<file path="src/rtl/float_pcm_stream_pkg.sv">
// float_pcm_stream_pkg
// Shared single-precision float definitions for the batch filter output path.
// Provides the binary32 field widths, the packed floatType layout
// {sign, exponent[7:0] (bias 127), mantissa[22:0]}, an unpack helper that
// reinterprets a raw word as floatType, and the isNaN/isInf/isZero classifiers.
// isZero treats denormals as zero because the converter flushes them.
// No ports: package only.

package float_pcm_stream_pkg;

    localparam int EXP_W   = 8;
    localparam int MANT_W  = 23;
    localparam int BIAS    = 127;
    localparam int FLOAT_W = 1 + EXP_W + MANT_W;

    typedef struct packed {
        logic              sign;
        logic [EXP_W-1:0]  exponent;
        logic [MANT_W-1:0] mantissa;
    } floatType;

    function automatic floatType unpack(input logic [FLOAT_W-1:0] raw);
        return floatType'(raw);
    endfunction

    function automatic logic isNaN(input floatType f);
        return (f.exponent == '1) && (f.mantissa != '0);
    endfunction

    function automatic logic isInf(input floatType f);
        return (f.exponent == '1) && (f.mantissa == '0);
    endfunction

    function automatic logic isZero(input floatType f);
        return (f.exponent == '0);
    endfunction

endpackage

</file>
<file path="src/rtl/float_pcm_stream_fifo_sync.sv">
// fifo_sync
// Synchronous FIFO with a registered head entry.
// Ports:
//   clk, rst   clock and synchronous active-low reset
//   push, din  write request and data; a push into a full FIFO is only
//              accepted when a pop happens in the same cycle
//   pop        read request; ignored while empty
//   dout       registered head entry (0 while empty)
//   full       level == DEPTH
//   empty      level == 0
//   level      occupancy, write pointer minus read pointer

module fifo_sync
    import float_pcm_stream_pkg::*;
#(
    parameter int WIDTH = 16,
    parameter int DEPTH = 16
) (
    input  logic                     clk,
    input  logic                     rst,
    input  logic                     push,
    input  logic [WIDTH-1:0]         din,
    input  logic                     pop,
    output logic [WIDTH-1:0]         dout,
    output logic                     full,
    output logic                     empty,
    output logic [$clog2(DEPTH):0]   level
);

    localparam int IDX_W = $clog2(DEPTH);
    localparam int PTR_W = IDX_W + 1;

    logic [WIDTH-1:0] mem [DEPTH];
    logic [PTR_W-1:0] wr_ptr;
    logic [PTR_W-1:0] rd_ptr;
    logic [PTR_W-1:0] rd_next;
    logic [PTR_W-1:0] level_next;
    logic [WIDTH-1:0] head_next;
    logic             do_push;
    logic             do_pop;

    // Pointers carry one extra bit so full and empty are distinguishable.
    assign level   = wr_ptr - rd_ptr;
    assign full    = (level == PTR_W'(DEPTH));
    assign empty   = (level == '0);
    assign do_pop  = pop & ~empty;
    assign do_push = push & (~full | do_pop);

    // The head register must show the entry that becomes the head after this
    // edge. When the FIFO drains to exactly the incoming word, that word has
    // not reached mem yet, so it is bypassed straight from din.
    always_comb begin
        rd_next    = rd_ptr + PTR_W'(do_pop);
        level_next = level - PTR_W'(do_pop) + PTR_W'(do_push);
        head_next  = '0;
        if (level_next == '0) begin
            head_next = '0;
        end else if (do_push && (rd_next == wr_ptr)) begin
            head_next = din;
        end else begin
            head_next = mem[rd_next[IDX_W-1:0]];
        end
    end

    always_ff @(posedge clk) begin
        if (!rst) begin
            wr_ptr <= '0;
            rd_ptr <= '0;
            dout   <= '0;
        end else begin
            wr_ptr <= wr_ptr + PTR_W'(do_push);
            rd_ptr <= rd_next;
            dout   <= head_next;
        end
    end

    always_ff @(posedge clk) begin
        if (rst && do_push) begin
            mem[wr_ptr[IDX_W-1:0]] <= din;
        end
    end

endmodule

</file>
<file path="src/rtl/float_pcm_stream.sv">
// float_pcm_stream
// Decimates a stream of binary32 filter results, converts the kept samples to
// signed fixed-point PCM (round to nearest, ties away from zero, saturating)
// and buffers them in a FIFO drained over valid/ready.
// Ports:
//   clk, rst             clock and synchronous active-low reset
//   in_data, in_valid    one float per valid cycle, no backpressure
//   out_data, out_valid  FIFO head and non-empty indication
//   out_ready            consumer accepts the head when out_valid is high
//   level                FIFO occupancy
//   sat_flag             sticky: a kept sample saturated or was NaN
//   ovf_flag             sticky: a converted sample hit a full FIFO and was lost
//   clr_flags            clears both flags; a new event in the same cycle wins

module float_pcm_stream
    import float_pcm_stream_pkg::*;
#(
    parameter int DECIM      = 4,
    parameter int OUT_W      = 16,
    parameter int FRAC       = 14,
    parameter int FIFO_DEPTH = 16
) (
    input  logic                          clk,
    input  logic                          rst,
    input  logic [$bits(floatType)-1:0]   in_data,
    input  logic                          in_valid,
    output logic [OUT_W-1:0]              out_data,
    output logic                          out_valid,
    input  logic                          out_ready,
    output logic [$clog2(FIFO_DEPTH):0]   level,
    output logic                          sat_flag,
    output logic                          ovf_flag,
    input  logic                          clr_flags
);

    localparam int PHASE_W   = (DECIM > 1) ? $clog2(DECIM) : 1;
    // One spare magnitude bit so +2^(OUT_W-1) (valid when negative) fits.
    localparam int MAG_W     = OUT_W + 1;
    localparam int SHIFT_OFS = FRAC - MANT_W - BIAS;

    localparam logic [MAG_W:0]   MAX_POS  = {3'b000, {(OUT_W-1){1'b1}}};
    localparam logic [MAG_W:0]   MAX_NEG  = {3'b001, {(OUT_W-1){1'b0}}};
    localparam logic [OUT_W-1:0] PCM_POS  = {1'b0, {(OUT_W-1){1'b1}}};
    localparam logic [OUT_W-1:0] PCM_NEG  = {1'b1, {(OUT_W-1){1'b0}}};

    logic [PHASE_W-1:0] phase;
    logic               keep;

    floatType           f;
    logic [MANT_W:0]    sig;
    int                 shift;
    logic [5:0]         lsh;
    logic [4:0]         rsh;
    logic [MANT_W+1:0]  ext;
    logic [63:0]        wide;
    logic               s1_ovf_d;
    logic               s1_guard_d;
    logic               s1_nan_d;
    logic [MAG_W-1:0]   s1_mag_d;

    logic               s1_valid;
    logic               s1_sign;
    logic               s1_nan;
    logic               s1_ovf;
    logic               s1_guard;
    logic [MAG_W-1:0]   s1_mag;

    logic [MAG_W:0]     rounded;
    logic [OUT_W-1:0]   s2_data_d;
    logic               sat_d;

    logic               s2_valid;
    logic [OUT_W-1:0]   s2_data;

    logic               fifo_full;
    logic               fifo_empty;
    logic               sat_event;
    logic               drop_event;

    assign keep = in_valid && (phase == '0);

    // Phase only advances on valid cycles so gaps do not disturb decimation.
    always_ff @(posedge clk) begin
        if (!rst) begin
            phase <= '0;
        end else if (in_valid) begin
            if (phase == PHASE_W'(DECIM - 1)) begin
                phase <= '0;
            end else begin
                phase <= phase + 1'b1;
            end
        end
    end

    // Stage 1: scale 1.mant by 2^(exp-127+FRAC-23). Left shifts beyond 40
    // certainly overflow any OUT_W; right shifts beyond 24 leave no integer
    // bits and no guard bit, so both directions are clamped before shifting.
    always_comb begin
        f          = unpack(in_data);
        sig        = {1'b1, f.mantissa};
        shift      = int'(f.exponent) + SHIFT_OFS;
        lsh        = '0;
        rsh        = '0;
        ext        = '0;
        wide       = '0;
        s1_ovf_d   = 1'b0;
        s1_guard_d = 1'b0;
        s1_nan_d   = 1'b0;
        if (isNaN(f)) begin
            s1_nan_d = 1'b1;
        end else if (isInf(f)) begin
            s1_ovf_d = 1'b1;
        end else if (isZero(f)) begin
            wide = '0;
        end else if (shift >= 0) begin
            if (shift > 40) begin
                s1_ovf_d = 1'b1;
            end else begin
                lsh  = 6'(shift);
                wide = 64'(sig) << lsh;
            end
        end else if (shift >= -24) begin
            rsh        = 5'(-shift);
            ext        = {sig, 1'b0} >> rsh;
            wide       = 64'(ext[MANT_W+1:1]);
            s1_guard_d = ext[0];
        end
        s1_ovf_d = s1_ovf_d | (|(wide >> MAG_W));
        s1_mag_d = wide[MAG_W-1:0];
    end

    always_ff @(posedge clk) begin
        if (!rst) begin
            s1_valid <= 1'b0;
            s1_sign  <= 1'b0;
            s1_nan   <= 1'b0;
            s1_ovf   <= 1'b0;
            s1_guard <= 1'b0;
            s1_mag   <= '0;
        end else begin
            s1_valid <= keep;
            s1_sign  <= f.sign;
            s1_nan   <= s1_nan_d;
            s1_ovf   <= s1_ovf_d;
            s1_guard <= s1_guard_d;
            s1_mag   <= s1_mag_d;
        end
    end

    // Stage 2: adding the guard bit to the magnitude rounds ties away from
    // zero for both signs. Negative values may reach 2^(OUT_W-1) unflagged.
    always_comb begin
        rounded   = {1'b0, s1_mag} + {{MAG_W{1'b0}}, s1_guard};
        s2_data_d = '0;
        sat_d     = 1'b0;
        if (s1_nan) begin
            sat_d = 1'b1;
        end else if (!s1_sign) begin
            if (s1_ovf || (rounded > MAX_POS)) begin
                s2_data_d = PCM_POS;
                sat_d     = 1'b1;
            end else begin
                s2_data_d = rounded[OUT_W-1:0];
            end
        end else begin
            if (s1_ovf || (rounded > MAX_NEG)) begin
                s2_data_d = PCM_NEG;
                sat_d     = 1'b1;
            end else begin
                s2_data_d = -rounded[OUT_W-1:0];
            end
        end
    end

    always_ff @(posedge clk) begin
        if (!rst) begin
            s2_valid <= 1'b0;
            s2_data  <= '0;
        end else begin
            s2_valid <= s1_valid;
            s2_data  <= s2_data_d;
        end
    end

    fifo_sync #(
        .WIDTH (OUT_W),
        .DEPTH (FIFO_DEPTH)
    ) u_fifo (
        .clk   (clk),
        .rst   (rst),
        .push  (s2_valid),
        .din   (s2_data),
        .pop   (out_ready),
        .dout  (out_data),
        .full  (fifo_full),
        .empty (fifo_empty),
        .level (level)
    );

    assign out_valid  = ~fifo_empty;
    assign sat_event  = s1_valid & sat_d;
    assign drop_event = s2_valid & fifo_full & ~(out_valid & out_ready);

    // Set has priority over clear so an event coinciding with clr is kept.
    always_ff @(posedge clk) begin
        if (!rst) begin
            sat_flag <= 1'b0;
            ovf_flag <= 1'b0;
        end else begin
            if (sat_event) begin
                sat_flag <= 1'b1;
            end else if (clr_flags) begin
                sat_flag <= 1'b0;
            end
            if (drop_event) begin
                ovf_flag <= 1'b1;
            end else if (clr_flags) begin
                ovf_flag <= 1'b0;
            end
        end
    end

endmodule
</file>
<file path="config.mk">
export PLATFORM = sky130hd
export DESIGN_NAME = float_pcm_stream
export DESIGN_NICKNAME = d
export VERILOG_FILES = /design/src/rtl/float_pcm_stream_pkg.sv /design/src/rtl/float_pcm_stream_fifo_sync.sv /design/src/rtl/float_pcm_stream.sv
export SDC_FILE = /design/constraint.sdc
export NUM_CORES = 1
export LEC_CHECK = 0
export CAP_MARGIN = 20
export CORE_MARGIN = 3
export CORE_UTILIZATION = 55
export CTS_BUF_LIST = sky130_fd_sc_hd__clkbuf_16
export DETAILED_ROUTE_END_ITERATION = 12
export PLACE_DENSITY_LB_ADDON = 0.1
export SLEW_MARGIN = 15
export SYNTH_ARGS = -nofsm -noshare
export SYNTH_HDL_FRONTEND = slang
export SYNTH_SLANG_ARGS = --single-unit
</file>
<file path="constraint.sdc">
create_clock -name clk -period 8 [get_ports clk]
set_input_delay 1.6 -clock clk [delete_from_list [all_inputs] [get_ports clk]]
set_output_delay 1.6 -clock clk [all_outputs]
set_load 0.005 [all_outputs]
</file>
## After elaboration in Yosys (flattened, before gate mapping)

Memory sizes are Yosys's and may differ from the RTL's.
Index checks and enable logic that the tools add are counted.

| storage, ports and cells | value |
|---|---|
| bits in registers | 69 |
| memory bits (writable) | 256 |
| output and inout port bits | 24 |
| logic and storage cells | 94 |
| memories kept | 1 |

Memory list:

| name | depth | bits a word | rd ports | clocked after memory_dff | wr ports | RTL line | RTL |
|---|---|---|---|---|---|---|---|
| u_fifo.mem | 16 | 16 | 1 | 0 | 1 | float_pcm_stream_fifo_sync.sv:33 | `logic [WIDTH-1:0] mem [DEPTH];` |

| cells by class | value |
|---|---|
| add/sub/neg operators | 10 |
| $lt $le $gt $ge | 5 |
| equal/unequal tests | 4 |
| shifts and indexed selects | 2 |
| mux-type cells | 26 |
| bitwise logic cells | 12 |
| reduce and logical (&&, ||, !) cells | 20 |

Operators with widths:

| operator | count |
|---|---|
| $mux 64 | 5 |
| $mux 16 | 4 |
| $shl 24x6->64 | 1 |
| $reduce_or 47->1 | 1 |
| $shr 25x5->25 | 1 |
| $mux 24 | 1 |
| $logic_not 23->1 | 1 |
| $reduce_bool 23->1 | 1 |
| $add 17x1->18 | 1 |
| $gt 18x15->1 const B | 1 |
| $gt 18x16->1 const B | 1 |
| $neg 16->16 | 1 |
| $add 5x1->5 | 3 |
| $mux 1 | 15 |
| $add 9x9->10 const B | 1 |
| $ge 10x1->1 const B | 1 |
| $ge 10x6->1 const B | 1 |
| $gt 10x7->1 const B | 1 |
| $logic_not 5->1 | 2 |
| $eq 8x8->1 const B | 1 |
| $logic_not 8->1 | 1 |
| $reduce_or 6->1 | 1 |
| $and 1x1->1 | 5 |
| $eq 5x5->1 | 1 |
| 15 further kinds | 27 |

## Longest topological paths before layout

| logic depth | value |
|---|---|
| depth after elaboration | 10 |
| mapped depth | 25 |

## Modules after synthesis

Synthesis repeated with hierarchy kept, for this count alone.

| unflattened totals | value |
|---|---|
| cell total of the unflattened synthesis | 1268 |
| area, all modules | 16809.9 um2 |

By module, submodules not included:

| module | instances | cells an instance | area each (um2) | seq. area each (um2) |
|---|---|---|---|---|
| fifo_sync | 1 | 581 | 11307.1 | 8207.9 |
| float_pcm_stream | 1 | 687 | 5502.8 | 860.8 |

## Worst setup path after synthesis

OpenSTA, ideal clock, no wires.

| timing path | value |
|---|---|
| path kind | input -> register |
| start | in in_data[23] |
| end | reg s1_mag[7] |
| arrival | 4304 ps |
| required time | 7872 ps |
| path slack | 3568 ps |
| cell stages on the path | 14 |
| buffers on the path | 5 |
| cells stage by stage | buf_2 > inv_1 > buf_2 > clkbuf_1 > ha_1 > ha_1 > clkbuf_1 > buf_1 > mux2i_1 > nand2_1 > a32oi_1 > nor2_1 > a31oi_1 > nor2_1 |

| on the way | value |
|---|---|
| longest elaborated chain between the ends | 5 |

RTL lines:

| item | RTL line | RTL |
|---|---|---|
| start: declaration | float_pcm_stream.sv:25 | `input logic [$bits(floatType)-1:0] in_data,` |
| $add 9x9->10 | float_pcm_stream.sv:101 | `shift = int'(f.exponent) + SHIFT_OFS;` |
| $neg 5->5 | float_pcm_stream.sv:123 | `rsh = 5'(-shift);` |
| $shr 25x5->25 | float_pcm_stream.sv:124 | `ext = {sig, 1'b0} >> rsh;` |
| $mux 24 | float_pcm_stream.sv:122 | `end else if (shift >= -24) begin` |
| $mux 64 | float_pcm_stream.sv:115 | `end else if (shift >= 0) begin` |
| end signal: assignment | float_pcm_stream.sv:146 | `s1_mag <= s1_mag_d;` |
| end: declaration | float_pcm_stream.sv:66 | `logic [MAG_W-1:0] s1_mag;` |

Parallel ways exist; a longest one is shown, timed or not.
A chain may end at the register's enable or synchronous reset.

## Worst setup path in the final report

| timing path | value |
|---|---|
| start | in in_data[26] |
| end | reg s1_ovf |

| on the way | value |
|---|---|
| longest elaborated chain between the ends | 10 |

RTL lines:

| item | RTL line | RTL |
|---|---|---|
| $add 9x9->10 | float_pcm_stream.sv:101 |  |
| $neg 5->5 | float_pcm_stream.sv:123 |  |
| $shr 25x5->25 | float_pcm_stream.sv:124 |  |
| $mux 24 | float_pcm_stream.sv:122 |  |
| $mux 64 | float_pcm_stream.sv:115 |  |
| $mux 64 | float_pcm_stream.sv:113 | `end else if (isZero(f)) begin` |
| $mux 64 | float_pcm_stream.sv:111 | `end else if (isInf(f)) begin` |
| $mux 64 | float_pcm_stream.sv:109 | `if (isNaN(f)) begin` |
| $reduce_or 47->1 | float_pcm_stream.sv:128 | `s1_ovf_d = s1_ovf_d \| (\|(wide >> MAG_W));` |
| $or 1x1->1 (*) | float_pcm_stream.sv:128 |  |
| end signal: assignment | float_pcm_stream.sv:144 | `s1_ovf <= s1_ovf_d;` |
| end: declaration | float_pcm_stream.sv:64 | `logic s1_ovf;` |

Every way passes the cells marked *; elsewhere a longest branch is shown, timed or not.

==> flow_summary.toml <==
[outcome]
status = "completed"

[cts]
cts_root_buffer = "clkbuf_16"
h-tree-depth = 2
clockBufferDepth = 3
hold_buffers = 0
worstSkewPairLatency_ps = 520
cts_tree = "yes"
cts.sinks = 325
cts_resized = 0
cts_buffers = 34
post-cts-setup-buffers = 0
clkTransAtPathRegs_ps = 70

[synthesis]
syn_area_um2 = 16800
ys_ff_latch = 325
synthesis.nets = 1375
synth_top_area_share_pct = 45.8
ys.flop_type = "edfxtp_1"
syn_avg_cell_area_um2 = 12.8
seq_area_frac_synth_pct = 54.0
netlist_top_cells_area = "edfxtp_1, mux4_2, dfxtp_1, mux2i_1, nand2_1"
synth_edf_count = 256
ys_types = 89
yosysMostFrequentCell = "edfxtp_1"
ys.warnings.count = 0
yosys-top-cells-count = "edfxtp_1, nand2_1, nor2_1"
synth_top_area_cell = "edfxtp_1"
async_flop_share_pct = 0
netlist_instances = 1311

[sta]
relSlewSlack_pct = 36.7
fmax_ghz = 0.195
fin_ws_ps = 2880
hold_viol_final = 0
fin_crit_sh_pct = 64.0
tns_ps = 0
fin_crit_ps = 5120
tightest_slew_ps = 948
finalSetupViolCount = 0
skew_ps = 24.9
maxSlewViolCount = 0
rsz0062_at_grt = "no"

[setup_path]
worst-endpoint-arrival_ps = 5560
criticalPathCategory = "input port to flop"
path_max_fanout = 46
cp.required_ps = 8440
cp-start-kind = "input port"
worst_setup_path_end_kind = "flop"

[drt]
drt_iter0_drc = 1079
drc = 0
vias = 11200
viasPerCell = 6.38
dr.pass1.iters = 5
wire_per_inst_um = 24.2
wl_mm = 42.6
final_antenna_net_count = 0

[floorplan]
start_util_pct = 56.2
die_area_um2 = 32700
rows = 63
core_region_area_um2 = 29900
die_w_um = 181
top_level_ports = 61
die_h_um = 181

[placement]
gp_congestion = 0.921
port_buffers = 60
dp_slack_ps = 2480
hpwl_mm = 27.1
dp_cells = 1697

[grt]
antenna_found_initial = 0
grt_use_total_pct = 25.9
grt_overflow_total = 0
grt_pass1_vias = 11100
grt_max_degree = 60
grt_pass1_wl_mm = 65.8

[flow_run]
drv_cap = 0

[power]
p_leak_nw = 6.62
peakVddDrop_v = 0.000158
pwr_density_cell_nw_per_um2 = 279

[cells_and_area]
area_delta_synth_final_pct = 12.6
layout-drive-gt1-share_pct = 17.4
fin_cells = 1761
layout.nets = 1409
diodes = 0

[hold_path]
hold_class = "flop to flop"
==> power by group <==
| part | internal, W | total, W | switching (W) |
|---|---|---|---|
| Combinational | 0.000889 | 0.00173 | 0.000838 |
| Clock | 0.000918 | 0.00157 | 0.000652 |
| Sequential | 0.00191 | 0.00198 | 0.0000741 |
==> per-stage QoR <==
stage | total power (W) | util, % | hold slack, ps | instance area [µm²]
finish | 0.00528 | 63.3 | 543 | 18900
detailed placement | 0.00375 | 59.4 | 539 | 17700
CTS | 0.00532 | 63.1 | 546 | 18900
global placement | 0.00373 | 59.4 | 490 | 17700
floorplan | 0.00330 | - | 430 | 16800
global route | 0.00555 | 63.3 | 587 | 18900
==> final timing paths <==
check / from / endpoint / slack (ps) / cells after the start
hold reg to reg: phase[1] / phase[1] / 540 / 2
setup reg to reg: u_fifo.wr_ptr[0] / u_fifo.dout[15] / 2950 / 18
setup / recovery: in_data[26] / s1_ovf / 2880 / 10
hold / removal: phase[1] / phase[1] / 540 / 2
==> per-layer routing <==
metal | vias to the layer above | global-route usage, % | part of all wire (%)
li1 | 5091 | - | -
met1 | 5683 | 34.3 | 42
met2 | 366 | 44.3 | 50
met3 | 90 | 3.74 | 4.9
met4 | 0 | 8.69 | 3.4
met5 | - | 0 | 0
==> state kept, by name, summed over array words and instances, names as in the netlist <==
| signal | count |
|---|---|
| s2_data | 16 |
| s1_guard | 1 |
| s1_ovf | 1 |
| s2_valid | 1 |
| s1_mag | 17 |
| u_fifo.dout | 16 |
| u_fifo.rd_ptr | 5 |
| s1_nan | 1 |
| sat_flag | 1 |
| u_fifo.mem | 256 |
| u_fifo.wr_ptr | 5 |
| phase | 2 |
| s1_valid | 1 |
| s1_sign | 1 |
| ovf_flag | 1 |
==> kinds of logic (layout without fill, tap and decap cells) <==
kind of cell | Yosys count | count (layout) | share of synthesized area [%]
flip-flops | 325 | 325 | 54.0
multiplexers | 177 | 177 | 17.2
XOR/XNOR | 40 | 40 | 2.33
buffers and inverters | 126 | 186 | 3.44
AND/OR/NAND/NOR | 389 | 389 | 11.7
adder cells (fa/ha/maj) | 27 | 27 | 2.10
AO/OA/AOI/OAI | 227 | 227 | 9.22
==> critical path, stage by stage <==
cell and delay [ps]:
clkdlybuf4s50_1 460, buf_4 410, inv_1 430, ha_1 710, clkinv_1 370, xnor2_1 820, o31ai_1 270, a21oi_1 190
o31ai_1 90, o211ai_1 170
==> layout make-up <==
class                   instances  area (µm²)
clock buffers                  34         851
clock inverters                28         282
fillers                      2233       11000
inverters                      32         120
multi-input cells             860        7240
flip-flops and latches        325        9070
well taps                     390         488
repair buffers                 92         858
==> cell usage in the layout (no fill, tap or decap), types with 30 or more instances in the layout <==
cell,instances
and2_1,34
edfxtp_1,256
clkbuf_16,34
clkdlybuf4s50_1,58
a21oi_1,55
inv_1,34
nor2_1,84
dfxtp_1,69
nand2_1,117
o21ai_0,30
mux2i_1,73
buf_4,30
mux4_2,87
Power figures use the tool's default switching activity.
